**config.mk**
```make
export PLATFORM = sky130hd
export DESIGN_NAME = chunked_adder
export DESIGN_NICKNAME = d
export VERILOG_FILES = /design/src/rtl/chunked_adder.sv
export SDC_FILE = /design/constraint.sdc
export NUM_CORES = 1
export LEC_CHECK = 0
export BUFFER_PORTS_ARGS = -buffer_cell sky130_fd_sc_hd__buf_4
export CORE_MARGIN = 4
export CORE_UTILIZATION = 35
export CTS_CLUSTER_DIAMETER = 30
export DETAILED_ROUTE_END_ITERATION = 16
export PLACE_DENSITY_LB_ADDON = 0.25
export SYNTH_ARGS = -nofsm -noshare
export SYNTH_HDL_FRONTEND = slang
export SYNTH_SLANG_ARGS = --single-unit
export TNS_END_PERCENT = 20
```
**constraint.sdc**
```tcl
create_clock -name clk -period 5.5 [get_ports clk]
set_input_delay 1.375 -clock clk [delete_from_list [all_inputs] [get_ports clk]]
set_output_delay 1.375 -clock clk [all_outputs]
set_load 0.01 [all_outputs]
```
**src/rtl/chunked_adder.sv**
```systemverilog
// chunked_adder: multi-cycle WIDTH-bit adder that reuses one CHUNK-wide cla,
// adding CHUNK bits per clock and rippling the carry between chunks.
// Optional feature: define CHUNKED_ADDER_OVF_EN to add the registered
// signed-overflow output ovf.

module cla #(
    parameter int W = 8
) (
    input  logic [W-1:0] a,
    input  logic [W-1:0] b,
    input  logic         cin,
    output logic [W-1:0] s,
    output logic         cout
);
    logic [W-1:0] g;
    logic [W-1:0] p;

    assign g = a & b;
    assign p = a ^ b;

    // Carry chain built from generate/propagate terms, sum formed bit by bit
    always_comb begin
        logic c;
        c = cin;
        s = '0;
        for (int i = 0; i < W; i++) begin
            s[i] = p[i] ^ c;
            c    = g[i] | (p[i] & c);
        end
        cout = c;
    end
endmodule

module chunked_adder #(
    parameter int WIDTH = 32,
    parameter int CHUNK = 8
) (
    input  logic             clk,
    input  logic             rst_n,
    input  logic             in_valid,
    output logic             in_ready,
    input  logic [WIDTH-1:0] a,
    input  logic [WIDTH-1:0] b,
    input  logic             cin,
    output logic             out_valid,
    input  logic             out_ready,
    output logic [WIDTH-1:0] s,
    output logic             cout
`ifdef CHUNKED_ADDER_OVF_EN
    ,
    output logic             ovf
`endif
);
    localparam int NCHUNK = WIDTH / CHUNK;
    localparam int KW     = (NCHUNK > 1) ? $clog2(NCHUNK) : 1;

    typedef enum logic [1:0] {
        IDLE = 2'd0,
        ADD  = 2'd1,
        DONE = 2'd2
    } state_t;

    state_t            state_q;
    state_t            state_d;
    logic [WIDTH-1:0]  a_q;
    logic [WIDTH-1:0]  b_q;
    logic              carry_q;
    logic [KW-1:0]     k_q;
    logic              last;
    logic              accept;
    logic [CHUNK-1:0]  chunk_a;
    logic [CHUNK-1:0]  chunk_b;
    logic [CHUNK-1:0]  chunk_s;
    logic              chunk_co;

    assign in_ready  = (state_q == IDLE);
    assign out_valid = (state_q == DONE);
    assign accept    = in_valid && in_ready;
    assign last      = (k_q == KW'(NCHUNK - 1));

    // Current chunk of the latched operands
    assign chunk_a = a_q[k_q*CHUNK +: CHUNK];
    assign chunk_b = b_q[k_q*CHUNK +: CHUNK];

    cla #(.W(CHUNK)) u_cla (
        .a    (chunk_a),
        .b    (chunk_b),
        .cin  (carry_q),
        .s    (chunk_s),
        .cout (chunk_co)
    );

    // State register
    always_ff @(posedge clk or negedge rst_n) begin
        if (!rst_n) state_q <= IDLE;
        else        state_q <= state_d;
    end

    // Next-state decode: accept in IDLE, step chunks in ADD, wait for consumer in DONE
    always_comb begin
        state_d = state_q;
        case (state_q)
            IDLE:    if (in_valid) state_d = ADD;
            ADD:     if (last)     state_d = DONE;
            DONE:    if (out_ready) state_d = IDLE;
            default: state_d = IDLE;
        endcase
    end

    // Operand latch; operands are free to change once accepted
    always_ff @(posedge clk) begin
        if (accept) begin
            a_q <= a;
            b_q <= b;
        end
    end

    // Chunk index, carry and result registers
    always_ff @(posedge clk or negedge rst_n) begin
        if (!rst_n) begin
            k_q     <= '0;
            carry_q <= 1'b0;
            s       <= '0;
            cout    <= 1'b0;
        end else begin
            if (accept) begin
                k_q     <= '0;
                carry_q <= cin;
            end else if (state_q == ADD) begin
                s[k_q*CHUNK +: CHUNK] <= chunk_s;
                carry_q               <= chunk_co;
                k_q                   <= last ? '0 : k_q + 1'b1;
                if (last) cout <= chunk_co;
            end
        end
    end

`ifdef CHUNKED_ADDER_OVF_EN
    // Signed overflow captured alongside the final chunk; the top sum bit is
    // the MSB of the chunk being written this cycle
    always_ff @(posedge clk or negedge rst_n) begin
        if (!rst_n) begin
            ovf <= 1'b0;
        end else if (state_q == ADD && last) begin
            ovf <= (a_q[WIDTH-1] == b_q[WIDTH-1]) && (chunk_s[CHUNK-1] != a_q[WIDTH-1]);
        end
    end
`endif

endmodule
```
# Yosys cells after proc, flatten, opt, wreduce, memory -nomap -nowiden
# Cells that the tools add are included.
# W data, S select, Z words.
[word_totals]
reg_bits = 102
output_inout_bits = 35
ramBits = 0
romBits = 0
latchBits = 0
word_cells = 62
n_memories = 0
inputBits = 69
[op_classes]
bitwise_logic = 27
order_cmp = 0
multipliers = 0
div_mod_pow = 0
muxes = 10
add_sub_neg = 2
n_shift = 4
n_eq_ne = 6
n_reduce_logical = 6
[ops]
columns = ["operator", "n"]
rows = [
  ["$shiftx A32 B6 Y8", 2],
  ["$neg A5 Y34", 1],
  ["$shift A8 B34 Y32 const A", 1],
  ["$shiftx A8 B34 Y32", 1],
  ["$bwmux W32", 1],
  ["$mux W2", 6],
  ["$and A1 B1 Y1", 8],
  ["$and A8 B8 Y8", 1],
  ["$or A1 B1 Y1", 8],
  ["$xor A1 B1 Y1", 8],
  ["$xor A8 B8 Y8", 1],
  ["$pmux W2 S3", 1],
  ["$reduce_and A3 Y1", 2],
  ["$eq A2 B2 Y1 const B", 2],
  ["$ne A2 B2 Y1 const B", 2],
  ["$add A2 B1 Y2 const B", 1],
  ["$eq A2 B1 Y1 const B", 1],
  ["$logic_not A2 Y1", 1],
  ["$mux W1", 2],
  ["$ne A2 B1 Y1 const B", 1],
  ["$reduce_and A2 Y1", 1],
  ["$reduce_bool A2 Y1", 1],
  ["$logic_and A1 B1 Y1", 1],
  ["$not A1 Y1", 1],
]

# Logic depth before layout (Yosys ltp)
[logic_depth]
ltp_word = 20
mapped_depth = 15
depth_no_buf = 13

# Modules after synthesis
# Synthesis repeated with hierarchy kept, for this count alone.
[hier_totals]
cells_unflattened = 281
hier_area_um2 = 4277.9
[modules_own_cells]
columns = ["mod", "n_inst", "area_per_inst_um2", "cells_per_inst", "seq_area_each_um2"]
rows = [
  ["chunked_adder", 1, 4080.2, 263, 2872.8],
  ["cla", 1, 197.7, 18, 0.0],
]

# Worst setup path after synthesis
# Ideal clock, no wire load.
[synth_timing]
path_kind = "register to register"
from = "register k_q[1]"
to = "register s[15]"
path_buffers = 2
required_ns = 5.375
slack_ns = 1.307
arrival_time_ns = 4.069
stages_incl_launch_ff = 16
path_cell_list = "dfrtp_1 -> buf_2 -> buf_2 -> mux4_2 -> fa_1 -> inv_1 -> fa_1 -> fa_1 -> fa_1 -> fa_1 -> fa_1 -> fa_1 -> inv_1 -> fa_1 -> inv_1 -> o31ai_1"
[synth_between]
elab_chain_cells = 19
word_cells_on_any_way = 30
[synth_lines]
columns = ["item", "line_no", "text"]
rows = [
  ["from (decl)", "68", "logic [KW-1:0] k_q;"],
  ["from (signal assigned)", "132", "k_q <= last ? '0 : k_q + 1'b1;"],
  ["$shiftx A32 B6 Y8, on equally long branches", "82, 83", ""],
  ["$xor A8 B8 Y8", "19", "assign p = a ^ b;"],
  ["$and A1 B1 Y1", "28", "c = g[i] | (p[i] & c);"],
  ["$or A1 B1 Y1", "28", ""],
  ["$and A1 B1 Y1", "28", ""],
  ["$or A1 B1 Y1", "28", ""],
  ["$and A1 B1 Y1", "28", ""],
  ["$or A1 B1 Y1", "28", ""],
  ["(+3 left out)", "n/a", ""],
  ["$or A1 B1 Y1", "28", ""],
  ["$and A1 B1 Y1", "28", ""],
  ["$or A1 B1 Y1", "28", ""],
  ["$and A1 B1 Y1", "28", ""],
  ["$or A1 B1 Y1", "28", ""],
  ["$xor A1 B1 Y1", "27", "s[i] = p[i] ^ c;"],
  ["$shiftx A8 B34 Y32", "130", "s[k_q*CHUNK +: CHUNK] <= chunk_s;"],
  ["$bwmux W32 *", "130", ""],
  ["to (signal, indexed assignment)", "130", ""],
  ["to (decl)", "47", "output logic [WIDTH-1:0] s,"],
]
# Every way passes the cells marked *; elsewhere a longest branch is shown, timed or not.
# A chain may end at the register's enable or synchronous reset.

# Worst setup path in the final report
[layout_timing]
from = "register k_q[0]"
to = "register s[15]"
# The elaborated chain is that of the path after synthesis.

==> metrics <==
most common library cells after synthesis edfxtp_1 (64), dfrtp_1 (38), o2bb2ai_1 (24), inv_1 (19), mux4_2 (16); critical path class reg -> reg; hold depth 2; number of setup buffers added after CTS 0; Max Buffers Root-to-Sink 2; fill count approximately 1k; standby leakage power 0.00226 uW; outcome finished clean; Max rail drop VDD between 0.2 and 0.25 mV; Max Slew Vio Count 0; Post-synth EDFFs 64; hold endpoint s[14]; largest family of logic cells by synthesized area multiplexers; clock buffer count from CTS 9; Critical R2R Capture s[15]; CP Cell Sequence mux4_2 -> fa_1 -> inv_1 -> fa_1 -> fa_1 -> fa_1 -> fa_1 -> fa_1 -> fa_1 -> inv_1 -> fa_1 -> inv_1 -> o31ai_1; largest net degree at the start of global routing 45; Synth Instances between 200 and 250; top cell type by total area after synthesis edfxtp_1; Yosys top cell area share a little under half; overall routing resource usage about an eighth; HP Class reg -> reg; synth warn 0; xor-xnor portion of the synthesized cell area 0%; reg2reg start k_q[0]; crit path launch type flop; initial antenna violation count 0; simple-gate area share of the yosys netlist about 5.2%; via/cell ratio 4.84; Final nets between 400 and 500; Die ar. about 14000 um2; clk_lat worst skew 340 ps; Routed Antenna Nets 0; Final min period roughly 4600 ps; R2R Setup Slk ~940 ps; slowest CP cell dfrtp_1; TritonRoute pass-1 iters 4; reg2reg path depth 13; Synth area leaders edfxtp_1 (47%), dfrtp_1 (23%), mux4_2 (8.7%), o2bb2ai_1 (5.1%), fa_1 (3.9%); Cell variety after synth 30; hold buffers post-CTS 0; Avg Cell Area, Syn 18.2 um2; root buffer cell clkbuf_16; unrepaired setup endpoints after global routing false; ys flop type edfxtp_1; Post-Synth Adder-Cell Area ~5.7%; ratio of cells with drive above 1 in the final layout 43.7%; area of the mapped netlist just over 4000 um2; wire length per cell 17.6 um; Worst Path Max Fanout 10; most used cell, CP fa_1; crit path capture type flop; mux cell area share after synthesis under 10%; clock skew just over 9 ps; power density over the cells roughly 550 nW/um2; Antenna diodes 0; DRC viols 0; Die Y around 120 um; FF+latch count, synth a little over 100; Arrival @ worst endpoint 4760 ps; CTS tree yes; Initial Utilization 36.0%; FP Rows 39; Buffers on Ports approximately 100; Setup TNS Final 0 ps; CP required ~5700 ps; Final GP Congestion slightly above 0.7; post-CTS sizing 0; # IOs 104; Syn Nets 310; Chip Width approximately 120 um; Hold Crit Start s[14]; first-pass GRT wire length between 10000 and 15000 um; Crit. Startpoint k_q[0]; H-Tree Depth 3; Compound-Gate Fraction of Synth Area under 10%; final wirelength about 8600 um; Final Power 2940 uW; total global routing overflow 0; hpwl dp ~6400 um; area grow syn2layout 29.9%; number of global-route vias before repair around 2.5k; CTS Sinks 102; initial drt markers 148; worst slew pin tran between 900 and 1000 ps; sequential area share after synthesis between 60 and 70%; final worst-path cycle share ~83%; final hold violations 0; Via Count approximately 2.4k; core area 11500 um2; Clock transition at path regs approximately 70 ps; Max-slew headroom between 30% and 40%; final setup vio count 0; ys async rst share 37.3%; # Max-Cap Violations 0; top-count cell post-synth edfxtp_1; Slowest Stage Delay on Critical Path ~740 ps; fmax 219 MHz
## flip-flops by register name, summed over array words and instances, names as in the netlist
name     flops
b_q         32
cout         1
carry_q      1
k_q          2
a_q         32
state_q      2
s           32
## layout by cell type (no fill, tap or decap), drive strengths merged, types with 2 or more instances in the layout
| cell type | instances |
|---|---|
| o31ai | 8 |
| dfrtp | 38 |
| clkinv | 2 |
| clkbuf | 10 |
| nand2 | 17 |
| inv | 22 |
| o21ai | 4 |
| nor2 | 3 |
| buf | 106 |
| mux4 | 16 |
| o2bb2ai | 24 |
| fa | 8 |
| ha | 6 |
| edfxtp | 64 |
## worst max path at each step
stage	end	slack, ps	depth (start not counted)
2_1_floorplan	s[15]	1310	15
3_3_place_gp	s[15]	990	13
3_5_place_dp	s[15]	890	13
4_1_cts	s[15]	870	13
5_1_grt	s[15]	650	13
6_report	s[15]	940	13
## layout make-up
cell class | instances | area [um2] | share of cell area [%]
clock inverter | 6 | 76.3 | 1.42
inverter | 19 | 71.3 | 1.33
sequential | 102 | 2870 | 53.6
multi-input combinational | 100 | 1140 | 21.2
tap | 143 | 179 | 3.34
timing repair buffer | 106 | 796 | 14.8
clock buffer | 10 | 229 | 4.27
## per-stage QoR
stage	utilization [%]	setup WS, ps	cells	hold WS (ps)	instance area [um2]
after floorplan	-	1310	227	511	4130
after global placement	44.1	987	470	464	5060
after detailed placement	44.1	889	470	472	5060
after CTS	46.8	871	486	488	5360
after global routing	46.8	651	486	507	5360
final	46.8	943	486	485	5360
## critical path, delay by kind of cell, from the launching register on
| kind | cells | cell delay (ps) |
|---|---|---|
| AOI/OAI and AO/OA | 1 | 90 |
| adders and majority gates | 8 | 2980 |
| buffers and inverters | 3 | 270 |
| DFF | 1 | 740 |
| muxes | 1 | 360 |
## power by group
group / switching (uW) / internal (uW)
Sequential: 107 / 1010
Clock: 284 / 361
Combinational: 660 / 517
## layer usage
| layer | vias to the layer above | share of wire [%] | track usage [%] |
|---|---|---|---|
| li1 | 1094 | - | - |
| met1 | 1177 | 44 | 17.3 |
| met2 | 71 | 49 | 21.6 |
| met3 | 8 | 5.5 | 2.85 |
| met4 | 0 | 1.1 | 4.36 |
| met5 | - | 0 | 0 |
## cells by family (layout without fill, tap and decap cells)
kind of cell | count (synthesis) | count (layout)
fa+ha+maj | 14 | 14
buf+inv | 25 | 141
flops | 102 | 102
mux | 17 | 17
compound gates | 39 | 39
simple gates | 30 | 30
No activity file was read; power rests on OpenSTA's default activity.
